$ cat src/rtl/regfile_pkg.sv
// Shared constants and types for the register-file read side: sizes, index type, dump FSM states.
package regfile_pkg;
  localparam int NREG   = 32;
  localparam int W      = 32;
  localparam int ADDR_W = $clog2(NREG);

  typedef logic [ADDR_W-1:0] reg_idx_t;

  typedef enum logic [1:0] {IDLE, DUMP, DRAIN} dump_state_t;

  localparam reg_idx_t LAST_IDX = reg_idx_t'(NREG - 1);
endpackage

$ cat src/rtl/read_chan.sv
// One read channel: r0/forwarding select feeding a single-entry response register.
// Latency 1; req_ready drops only while a response is held against rsp_ready=0.
module read_chan
  import regfile_pkg::*;
(
  input  logic           clk,
  input  logic           reset,
  input  logic [W-1:0]   reg_q [NREG],
  input  logic [NREG-1:0] rw_ctrl,
  input  logic [W-1:0]   wr_data,
  input  logic           req_valid,
  output logic           req_ready,
  input  reg_idx_t       addr,
  output logic           rsp_valid,
  input  logic           rsp_ready,
  output logic [W-1:0]   rsp_data,
  output reg_idx_t       rsp_idx
);
  logic [W-1:0] rd_val;
  logic         hs;

  // rw_ctrl low means storage captures wr_data this edge, so return the incoming value.
  always_comb begin
    if (addr == '0)          rd_val = '0;
    else if (!rw_ctrl[addr]) rd_val = wr_data;
    else                     rd_val = reg_q[addr];
  end

  assign req_ready = !rsp_valid || rsp_ready;
  assign hs        = req_valid && req_ready;

  always_ff @(posedge clk or negedge reset) begin
    if (!reset) begin
      rsp_valid <= 1'b0;
      rsp_data  <= '0;
      rsp_idx   <= '0;
    end else if (hs) begin
      rsp_valid <= 1'b1;
      rsp_data  <= rd_val;
      rsp_idx   <= addr;
    end else if (rsp_ready) begin
      rsp_valid <= 1'b0;
    end
  end
endmodule

$ cat src/rtl/regfile_read_port.sv
// Two independent read channels plus a dump FSM that streams r0..r31 out of channel A.
// Latency 1 per channel; external A requests are blocked while a dump is in progress.
module regfile_read_port
  import regfile_pkg::*;
(
  input  logic            clk,
  input  logic            reset,
  input  logic [W-1:0]    reg_q [NREG],
  input  logic [NREG-1:0] rw_ctrl,
  input  logic [W-1:0]    wr_data,
  input  logic            a_req_valid,
  output logic            a_req_ready,
  input  reg_idx_t        a_addr,
  output logic            a_rsp_valid,
  input  logic            a_rsp_ready,
  output logic [W-1:0]    a_rsp_data,
  output reg_idx_t        a_rsp_idx,
  input  logic            b_req_valid,
  output logic            b_req_ready,
  input  reg_idx_t        b_addr,
  output logic            b_rsp_valid,
  input  logic            b_rsp_ready,
  output logic [W-1:0]    b_rsp_data,
  output reg_idx_t        b_rsp_idx,
  input  logic            dump_start,
  output logic            dump_busy,
  output logic            dump_done
);
  dump_state_t state, state_nxt;
  reg_idx_t    cnt, cnt_nxt;
  logic        chan_a_req_valid;
  logic        chan_a_req_ready;
  reg_idx_t    chan_a_addr;

  always_ff @(posedge clk or negedge reset) begin
    if (!reset) begin
      state <= IDLE;
      cnt   <= '0;
    end else begin
      state <= state_nxt;
      cnt   <= cnt_nxt;
    end
  end

  // In IDLE a same-cycle external A request still goes through; injection starts next cycle.
  always_comb begin
    state_nxt        = state;
    cnt_nxt          = cnt;
    chan_a_req_valid = a_req_valid;
    chan_a_addr      = a_addr;
    a_req_ready      = chan_a_req_ready;
    dump_done        = 1'b0;
    case (state)
      IDLE: begin
        if (dump_start) begin
          state_nxt = DUMP;
          cnt_nxt   = '0;
        end
      end
      DUMP: begin
        a_req_ready      = 1'b0;
        chan_a_req_valid = 1'b1;
        chan_a_addr      = cnt;
        if (chan_a_req_ready) begin
          cnt_nxt = cnt + 1'b1;
          if (cnt == LAST_IDX) state_nxt = DRAIN;
        end
      end
      DRAIN: begin
        a_req_ready      = 1'b0;
        chan_a_req_valid = 1'b0;
        if (a_rsp_valid && a_rsp_ready) begin
          dump_done = 1'b1;
          state_nxt = IDLE;
        end
      end
      default: state_nxt = IDLE;
    endcase
  end

  assign dump_busy = (state != IDLE);

  read_chan u_chan_a (
    .clk       (clk),
    .reset     (reset),
    .reg_q     (reg_q),
    .rw_ctrl   (rw_ctrl),
    .wr_data   (wr_data),
    .req_valid (chan_a_req_valid),
    .req_ready (chan_a_req_ready),
    .addr      (chan_a_addr),
    .rsp_valid (a_rsp_valid),
    .rsp_ready (a_rsp_ready),
    .rsp_data  (a_rsp_data),
    .rsp_idx   (a_rsp_idx)
  );

  read_chan u_chan_b (
    .clk       (clk),
    .reset     (reset),
    .reg_q     (reg_q),
    .rw_ctrl   (rw_ctrl),
    .wr_data   (wr_data),
    .req_valid (b_req_valid),
    .req_ready (b_req_ready),
    .addr      (b_addr),
    .rsp_valid (b_rsp_valid),
    .rsp_ready (b_rsp_ready),
    .rsp_data  (b_rsp_data),
    .rsp_idx   (b_rsp_idx)
  );
endmodule

$ cat config.mk
export PLATFORM = sky130hd
export DESIGN_NAME = regfile_read_port
export DESIGN_NICKNAME = d
export VERILOG_FILES = /design/src/rtl/regfile_pkg.sv /design/src/rtl/read_chan.sv /design/src/rtl/regfile_read_port.sv
export SDC_FILE = /design/constraint.sdc
export NUM_CORES = 1
export LEC_CHECK = 0
export CAP_MARGIN = 20
export CORE_AREA = 2 2 463 465
export CTS_BUF_LIST = sky130_fd_sc_hd__clkbuf_16
export CTS_CLUSTER_DIAMETER = 60
export DETAILED_ROUTE_END_ITERATION = 7
export DIE_AREA = 0 0 465 467
export PLACE_DENSITY = 0.41
export SLEW_MARGIN = 40
export SYNTH_ARGS = -nofsm -noshare
export SYNTH_HDL_FRONTEND = slang
export SYNTH_SLANG_ARGS = --single-unit
$ cat constraint.sdc
create_clock -name clk -period 3 [get_ports clk]
set_clock_uncertainty 0.1 [all_clocks]
set_input_delay 0.75 -clock clk [delete_from_list [all_inputs] [get_ports clk]]
set_output_delay 0.75 -clock clk [all_outputs]
set_load 0.005 [all_outputs]
Yosys cells after proc, flatten, opt, wreduce, memory -nomap -nowiden
Index checks and enable logic that the tools add are counted.
W data, S select, Z words.
- bits in registers: 83
- input bits: 1105
- output and inout bits: 80
- logic and storage cells: 70
- add/sub/neg operators: 1
- magnitude comparators: 4
- equality and inequality tests: 7
- multiplexer cells: 31
- bitwise logic cells: 2
- reduce and logical (&&, ||, !) cells: 17
- operators by type and width (operator ; count):
    $bmux W32 S5 ; 2
    $mux W32 ; 8
    $mux W5 ; 3
    $ge A6 B6 Y1 const B ; 2
    $lt A5 B6 Y1 const B ; 2
    $not A5 Y6 ; 2
    $bmux W1 S5 ; 2
    $logic_not A5 Y1 ; 2
    $pmux W5 S2 ; 1
    $mux W1 ; 9
    $mux W2 ; 4
    $ne A2 B2 Y1 const B ; 4
    $reduce_bool A2 Y1 ; 4
    $pmux W2 S3 ; 1
    $add A5 B1 Y5 const B ; 1
    $eq A5 B5 Y1 const B ; 1
    $reduce_and A4 Y1 ; 1
    $logic_and A1 B1 Y1 ; 3
    $reduce_and A3 Y1 ; 1
    $eq A2 B1 Y1 const B ; 1
    $eq A2 B2 Y1 const B ; 1
    $logic_not A1 Y1 ; 2
    $logic_not A2 Y1 ; 1
    $logic_or A1 B1 Y1 ; 2
    2 further kinds ; 2

Longest topological paths before layout
Gate-level depths: netlist of run 1.
- depth after elaboration: 8
- gate-level depth with buffers: 14

By module
A second synthesis of run 1 with hierarchy kept.
- cells, all modules: 1999
- area total of the unflattened synthesis: 21481.9 um^2
- by module, submodules not included (module ; times used ; cells an instance ; area an instance (um^2) ; sequential area each (um^2)):
    read_chan ; 2 ; 975 ; 10467.5 ; 950.9
    regfile_read_port ; 1 ; 49 ; 546.8 ; 175.2

Worst setup path after synthesis of run 1
OpenSTA, ideal clock, no wires.
- path kind: input -> register
- start: in b_addr[0]
- end: reg u_chan_b.rsp_data[25]
- arrival: 2.537 ns
- slack: 0.231 ns
- cell stages on the path: 10
- path buffers: 4
- cell sequence: buf_6 -> buf_12 -> buf_12 -> buf_12 -> mux4_2 -> mux4_2 -> nand2_1 -> o31ai_1 -> mux2i_1 -> o21ai_1
- cells in the longest elaborated chain, start to end: 6
- elaborated cells on any way between the ends: 9
- classes of those cells: mux (7); bitwise (1); reduce/logical (1)
- ends and longest elaborated chain (what ; line ; text):
    start: declaration ; regfile_read_port.sv:20 ; input reg_idx_t b_addr,
    $not A5 Y6 (implied by the code) ; read_chan.sv:26 ; else rd_val = reg_q[addr];
    $bmux W32 S5 ; read_chan.sv:26 ;
    $mux W32 (implied by the code) (2 in a row) ; read_chan.sv:26 ;
    $mux W32 ; read_chan.sv:25 ; else if (!rw_ctrl[addr]) rd_val = wr_data;
    $mux W32 * ; read_chan.sv:24 ; if (addr == '0) rd_val = '0;
    end signal: assignment ; read_chan.sv:39 ; rsp_data <= rd_val;
    end: declaration ; read_chan.sv:16 ; output logic [W-1:0] rsp_data,
Every way passes the cells marked *; elsewhere a longest branch is shown, timed or not. The select of a mux whose other input is x is not followed.
A chain may end at the register's enable or synchronous reset.

Final worst setup path of run 1
- start: reg state[1]
- end: reg u_chan_a.rsp_data[19]
- cells in the longest elaborated chain, start to end: 8
- elaborated cells on any way between the ends: 14
- classes of those cells: eq/ne (2); mux (9); bitwise (1); reduce/logical (2)
- ends and longest elaborated chain (what ; line ; text):
    start: declaration ; regfile_read_port.sv:29 ; dump_state_t state, state_nxt;
    start signal: assignment ; regfile_read_port.sv:40 ; state <= state_nxt;
    $eq A2 B1 Y1 ; regfile_read_port.sv:53 ; case (state)
    $mux W5 ; regfile_read_port.sv:53 ;
    $not A5 Y6 (implied by the code) ; read_chan.sv:26 ;
    $bmux W32 S5 ; read_chan.sv:26 ;
    $mux W32 (implied by the code) (2 in a row) ; read_chan.sv:26 ;
    $mux W32 ; read_chan.sv:25 ;
    $mux W32 ; read_chan.sv:24 ;
    end signal: assignment ; read_chan.sv:39 ;
    end: declaration ; read_chan.sv:16 ;
Several ways; a longest one is shown, not always the timed one. The select of a mux whose other input is x is not followed.

==> results.sh, run 1 <==
export IMPL_outcome="finished with violations"
export IMPL_violations="negative setup slack"
export IMPL_synth_largest_area_cell="mux4_2"
export IMPL_grt_pass1_vias=33600
export IMPL_ys_seq_area_frac=0.0936
export IMPL_netlist_instances=3038
export IMPL_fin_cells=7370
export IMPL_slew_viol_final=0
export IMPL_timing_hold_worst_class="in2async"
export IMPL_synth_common_cells="nand2_1 (873), nand3_1 (384), mux2i_1 (324)"
export IMPL_final_util=0.207
export IMPL_num_rows=169
export IMPL_die_y_um=467
export IMPL_critical_path_class="reg2reg"
export IMPL_ys_warn_count=0
export IMPL_yosysMostFrequentCell="nand2_1"
export IMPL_netlist_area_mm2=0.0222
export IMPL_nets=5606
export IMPL_clockBufferDepth=2
export IMPL_firstDrtPassIters=6
export IMPL_synth_fp_nets=4149
export IMPL_grtUsageTotal=0.227
export IMPL_cts_tree="built"
export IMPL_drive_gt1_frac=0.227
export IMPL_cts_htree_levels=3
export IMPL_place_congestion=0.943
export IMPL_cp_end_kind="register"
export IMPL_synth_edf_count=0
export IMPL_dp_hpwl_mm=220
export IMPL_crit_fanout=26
export IMPL_insertion_delay_ns=0.44
export IMPL_synth_async_reset_ratio=1.00
export IMPL_synth_top_cells_by_area="mux4_2 (19%), nand2_1 (15%), mux2i_1 (15%), dfrtp_1 (9.4%), nand3_1 (8.7%)"
export IMPL_start_util=0.105
export IMPL_fmax_ghz=0.309
export IMPL_antenna_found_initial=114
export IMPL_drv_cap=0
export IMPL_io_buffers=1184
export IMPL_regArea_mm2=0.00208
export IMPL_grt_max_degree=52
export IMPL_setup_ws_ns=-0.239
export IMPL_p_leak_nw=16.9
export IMPL_wl_mm=259
export IMPL_viasPerCell=4.61
export IMPL_clock_sinks=83
export IMPL_max_slew_margin=0.575
export IMPL_cts_buffers=9
export IMPL_cts_root_buffer="clkbuf_16"
export IMPL_layout_min_cycle_time_ns=3.24
export IMPL_postSynthAreaPerCell_um2=7.30
export IMPL_num_io_pins=1185
export IMPL_overflow=0
export IMPL_yosysUniqueCellTypes=57
export IMPL_grt_pass1_wl_mm=332
export IMPL_setup_viol=32
export IMPL_area_delta_synth_final_pct=97.7
export IMPL_fill_cells=23500
export IMPL_dp_cells=7235
export IMPL_synth_top_area_share=0.191
export IMPL_multi_input_area_mm2=0.0196
export IMPL_cp_required_ns=3.19
export IMPL_rsz0062_at_grt="yes"
export IMPL_die_area_mm2=0.217
export IMPL_fin_area_mm2=0.0439
export IMPL_arrival_ns=3.43
export IMPL_via_count=34000
export IMPL_postPlaceCellArea_mm2=0.0409
export IMPL_drc_errors=0
export IMPL_cts_hold_buf=0
export IMPL_clkSlewWorstSetupHoldPaths_ns=0.10
export IMPL_ys_ff_latch=83
export IMPL_die_w_um=465
export IMPL_synth_flop_cell="dfrtp_1"
export IMPL_place_ws_ns=-1.32
export IMPL_fin_crit_sh=1.08
export IMPL_core_mm2=0.212
export IMPL_vdd_drop_max_uv=356
export IMPL_wl_per_cell_um=35.1
export IMPL_p_total_mw=27.3
export IMPL_drtIter0Drc=3339
export IMPL_worst_slew_pin_slew_ns=0.637
export IMPL_power_per_cell_area_mw_per_mm2=622
export IMPL_ant_nets=0
export IMPL_crit_path_start_kind="register"
export IMPL_finalHoldViolCount=0
==> worst max-delay path: stages (launching register included) <==
cell	delay, ns
dfrtp_1	0.40
inv_2	0.08
ha_4	0.15
buf_12	0.12
mux2_8	0.43
buf_16	0.18
bufbuf_16	0.30
buf_12	0.16
nand2_1	0.08
nand3_1	0.08
a21oi_1	0.36
nor4_4	0.13
a21oi_4	0.30
o221ai_2	0.13
==> per-layer routing <==
layer	track usage	routed length, um
met5	0	311
met4	0.0456	6520
met3	0.0585	22400
met2	0.378	120000
met1	0.294	110000
==> sequential cells by signal, summed over array words and instances, names as in the netlist <==
signal and cells:
u_chan_a.rsp_data 32, u_chan_b.rsp_data 32, cnt 5, u_chan_a.rsp_idx 5, u_chan_b.rsp_idx 5, state 2
u_chan_a.rsp_valid 1, u_chan_b.rsp_valid 1
==> through the flow <==
stage               setup TNS [ns]  hold WS (ns)
CTS                          -5.50         0.127
floorplan                        0         0.354
global route                 -6.60         0.149
global placement            -52.33         0.365
finish                       -4.01         0.143
detailed placement          -47.62         0.375
==> logic make-up after synthesis <==
| logic type | Yosys count | synth area share |
|---|---|---|
| fa+ha+maj | 6 | 0.00338 |
| mux | 525 | 0.345 |
| flops | 83 | 0.0936 |
| buf+inv | 359 | 0.0873 |
| compound gates | 649 | 0.198 |
| simple gates | 1416 | 0.273 |
==> where the power goes <==
group	leakage, nW	total (mW)	internal, mW	switching, mW
Clock	0.173	1.56	0.830	0.727
Combinational	15.7	23.9	10.4	13.5
Sequential	1.04	1.81	1.50	0.309
Total	16.9	27.3	12.7	14.6
==> worst paths after layout <==
| check | start | to | slack [ns] | cells past startpoint |
|---|---|---|---|---|
| max reg2reg | state[1] | u_chan_a.rsp_data[19] | -0.24 | 13 |
| max | state[1] | u_chan_a.rsp_data[19] | -0.24 | 13 |
| min in group clk | u_chan_b.rsp_idx[3] | u_chan_b.rsp_idx[3] | 0.39 | 2 |
| min | reset | u_chan_a.rsp_idx[0] | 0.14 | 1 |
| max in group asynchronous | reset | u_chan_b.rsp_data[25] | 1.82 | 2 |
| min reg2reg | u_chan_b.rsp_idx[3] | u_chan_b.rsp_idx[3] | 0.39 | 2 |
==> area by class of cell <==
type,count,share of cell area
multi-input cells,2597,0.447
repair buffers,1764,0.411
well taps,2821,0.0804
flip-flops and latches,83,0.0473
clock buffers,9,0.00513
inverters,40,0.00356
clock inverters,7,0.00291
diodes,49,0.00279
==> what timing repair did <==
action | CTS | global route
endpoints found under the setup margin | 39 | 60
resized for setup | 176 | 143
pin swaps | 38 | 47
setup buffers | 45 | 16
gates cloned | 9 | 3
==> placed cells by master (no fill, tap or decap), drive strengths merged, types with 37 or more instances in the layout <==
cell type      Yosys  layout
o21ai            101     101
a21oi            225     225
mux4             188     188
buf              199     581
nand2            873     873
inv               38      43
nor3              45      45
mux2i            326     326
clkdlybuf4s50      0    1173
nor2              46      46
nand3            384     384
a31oi             37      37
dfrtp             83      83
diode              0      49
o221ai           133     133
Power figures use the tool's default switching activity.
==> run 2: changes to the inputs <==
SLEW_MARGIN = 10   (was 40)
==> results.sh, run 2 (synthesized netlist as in run 1, its figures left out) <==
export IMPL_wl_mm=257
export IMPL_antenna_found_initial=113
export IMPL_setup_viol=32
export IMPL_slew_viol_final=0
export IMPL_core_mm2=0.212
export IMPL_whs_ns=0.156
export IMPL_grt_max_degree=52
export IMPL_dp_hpwl_mm=220
export IMPL_cp_top_family="compound AO/OA/AOI/OAI gates"
export IMPL_setup_ws_ns=-0.337
export IMPL_max_stage_delay_ns=0.58
export IMPL_cp_common_cell="buf_12"
export IMPL_critical_path_class="reg2reg"
export IMPL_grt_pass1_wl_mm=331
export IMPL_clkSlewWorstSetupHoldPaths_ns=0.09
export IMPL_power_per_cell_area_mw_per_mm2=612
export IMPL_cts_tree="built"
export IMPL_die_y_um=467
export IMPL_p_sw_frac=0.540
export IMPL_cts_root_buffer="clkbuf_16"
export IMPL_multi_input_area_mm2=0.0193
export IMPL_arrival_ns=3.57
export IMPL_rsz0062_at_grt="yes"
export IMPL_fmax_ghz=0.300
export IMPL_seqPwrFrac=0.069
export IMPL_worst_slew_pin_slew_ns=0.818
export IMPL_crit_path_start_kind="register"
export IMPL_worst_path_buf_inv=7
export IMPL_timing_hold_worst_class="in2async"
export IMPL_drtIter0Drc=3246
export IMPL_wl_per_cell_um=35.1
export IMPL_timing_rr_end="u_chan_a.rsp_data[15]"
export IMPL_p_switching_mw=14.2
export IMPL_postPlaceCellArea_mm2=0.0409
export IMPL_cts_hold_buf=0
export IMPL_num_io_pins=1185
export IMPL_die_w_um=465
export IMPL_outcome="finished with violations"
export IMPL_finalHoldViolCount=0
export IMPL_fin_crit_sh=1.11
export IMPL_drv_cap=0
export IMPL_p_leak_nw=16.6
export IMPL_reg_top3="u_chan_a.rsp_data x32, u_chan_b.rsp_data x32"
export IMPL_cp_required_ns=3.24
export IMPL_crit_fanout=8
export IMPL_p_total_mw=26.4
export IMPL_clock_sinks=83
export IMPL_grt_pass1_vias=33400
export IMPL_num_rows=169
export IMPL_layout_min_cycle_time_ns=3.34
export IMPL_pwr_share_comb=0.873
export IMPL_max_slew_margin=0.454
export IMPL_clockBufferDepth=2
export IMPL_clockPowerShare=0.058
export IMPL_drc_errors=0
export IMPL_overflow=0
export IMPL_p_int_mw=12.1
export IMPL_area_delta_synth_final_pct=94.2
export IMPL_cts_htree_levels=3
export IMPL_violations="negative setup slack"
export IMPL_via_count=33700
export IMPL_crit_chain="inv_2 -> ha_4 -> buf_12 -> mux2_8 -> buf_16 -> buf_12 -> buf_12 -> buf_12 -> buf_8 -> mux2i_1 -> o211ai_1 -> a21oi_4 -> o221ai_2"
export IMPL_cts_buffers=9
export IMPL_final_cell_mix="clkdlybuf4s50_1 (1173), nand2_1 (866), buf_4 (420)"
export IMPL_final_common_cell="clkdlybuf4s50_1"
export IMPL_fill_cells=23600
export IMPL_reg2reg_from="state[1]"
export IMPL_io_buffers=1184
export IMPL_firstDrtPassIters=8
export IMPL_ant_nets=0
export IMPL_insertion_delay_ns=0.43
export IMPL_final_util=0.204
export IMPL_grtUsageTotal=0.226
export IMPL_start_util=0.105
export IMPL_place_congestion=0.943
export IMPL_viasPerCell=4.59
export IMPL_nets=5579
export IMPL_die_area_mm2=0.217
export IMPL_cp_slowest_cell="o211ai_1"
export IMPL_vdd_drop_max_uv=315
export IMPL_rr_worst_depth=13
export IMPL_drive_gt1_frac=0.213
export IMPL_regToRegSetupSlack_ns=-0.34
export IMPL_regArea_mm2=0.00208
export IMPL_cp_end_kind="register"
export IMPL_fin_area_mm2=0.0431
==> run 2: cell types whose count changed in the layout (fill, tap and decap cells not counted), moves of 9 or more <==
cell,change
buf_16,-9
buf_4,-9
diode_2,-11
nand3_1,+18
nand3_2,-16
o221ai_2,+9
==> run 2: timing repair <==
item                                    4_1_cts  5_1_grt
buffers inserted                             31       14
resized for setup                           161       76
cloned                                        5        2
pin swaps                                    26       40
endpoints found under the setup margin       60       57
==> run 2: power groups by stage <==
stage | combinational (mW) | clock (mW) | sequential [mW]
5_1_grt | 24.2 | 1.65 | 1.86
3_3_place_gp | 20.7 | 0 | 1.83
2_1_floorplan | 8.73 | 0 | 1.75
3_5_place_dp | 20.7 | 0 | 1.84
4_1_cts | 22.5 | 1.64 | 1.83
6_report | 23.0 | 1.54 | 1.82
==> run 2: worst register-to-register path, stage by stage (launching register included) <==
cell and delay (ns):
dfrtp_1 0.40, inv_2 0.08, ha_4 0.14, buf_12 0.14
mux2_8 0.45, buf_16 0.19, buf_12 0.19, buf_12 0.16
buf_12 0.15, buf_8 0.13, mux2i_1 0.12, o211ai_1 0.58
a21oi_4 0.23, o221ai_2 0.21
==> run 2: worst max-delay path by stage <==
stage,startpoint,to,slack (ns),depth (start not counted)
global placement,b_addr[0],u_chan_b.rsp_data[20],-1.61,12
floorplan,b_addr[0],u_chan_b.rsp_data[25],0.23,10
finish,state[1],u_chan_a.rsp_data[15],-0.34,13
global route,state[1],u_chan_a.rsp_data[15],-0.28,13
detailed placement,a_addr[0],u_chan_a.rsp_data[13],-1.30,11
CTS,state[1],u_chan_a.rsp_data[12],-0.21,13
==> run 2: final cells by class <==
type / instances / area share
well taps: 2821 / 0.0819
clock inverters: 7 / 0.00296
multi-input cells: 2597 / 0.448
flip-flops and latches: 83 / 0.0482
diodes: 38 / 0.00221
clock buffers: 9 / 0.00523
repair buffers: 1737 / 0.408
inverters: 40 / 0.00363
==> run 2: metal layers <==
metal	track usage	vias up	routed length, um
li1	-	14300	-
met1	0.293	17000	109000
met2	0.375	1972	119000
met3	0.0588	295	22300
met4	0.0467	62	6570
met5	0	-	362
==> run 2: metrics by stage <==
step | instances | setup slack, ns | setup TNS [ns]
floorplan | 3038 | 0.231 | 0
global placement | 7232 | -1.61 | -52.33
detailed placement | 7235 | -1.30 | -50.73
CTS | 7284 | -0.211 | -4.63
global route | 7303 | -0.285 | -7.65
finish | 7332 | -0.337 | -5.38
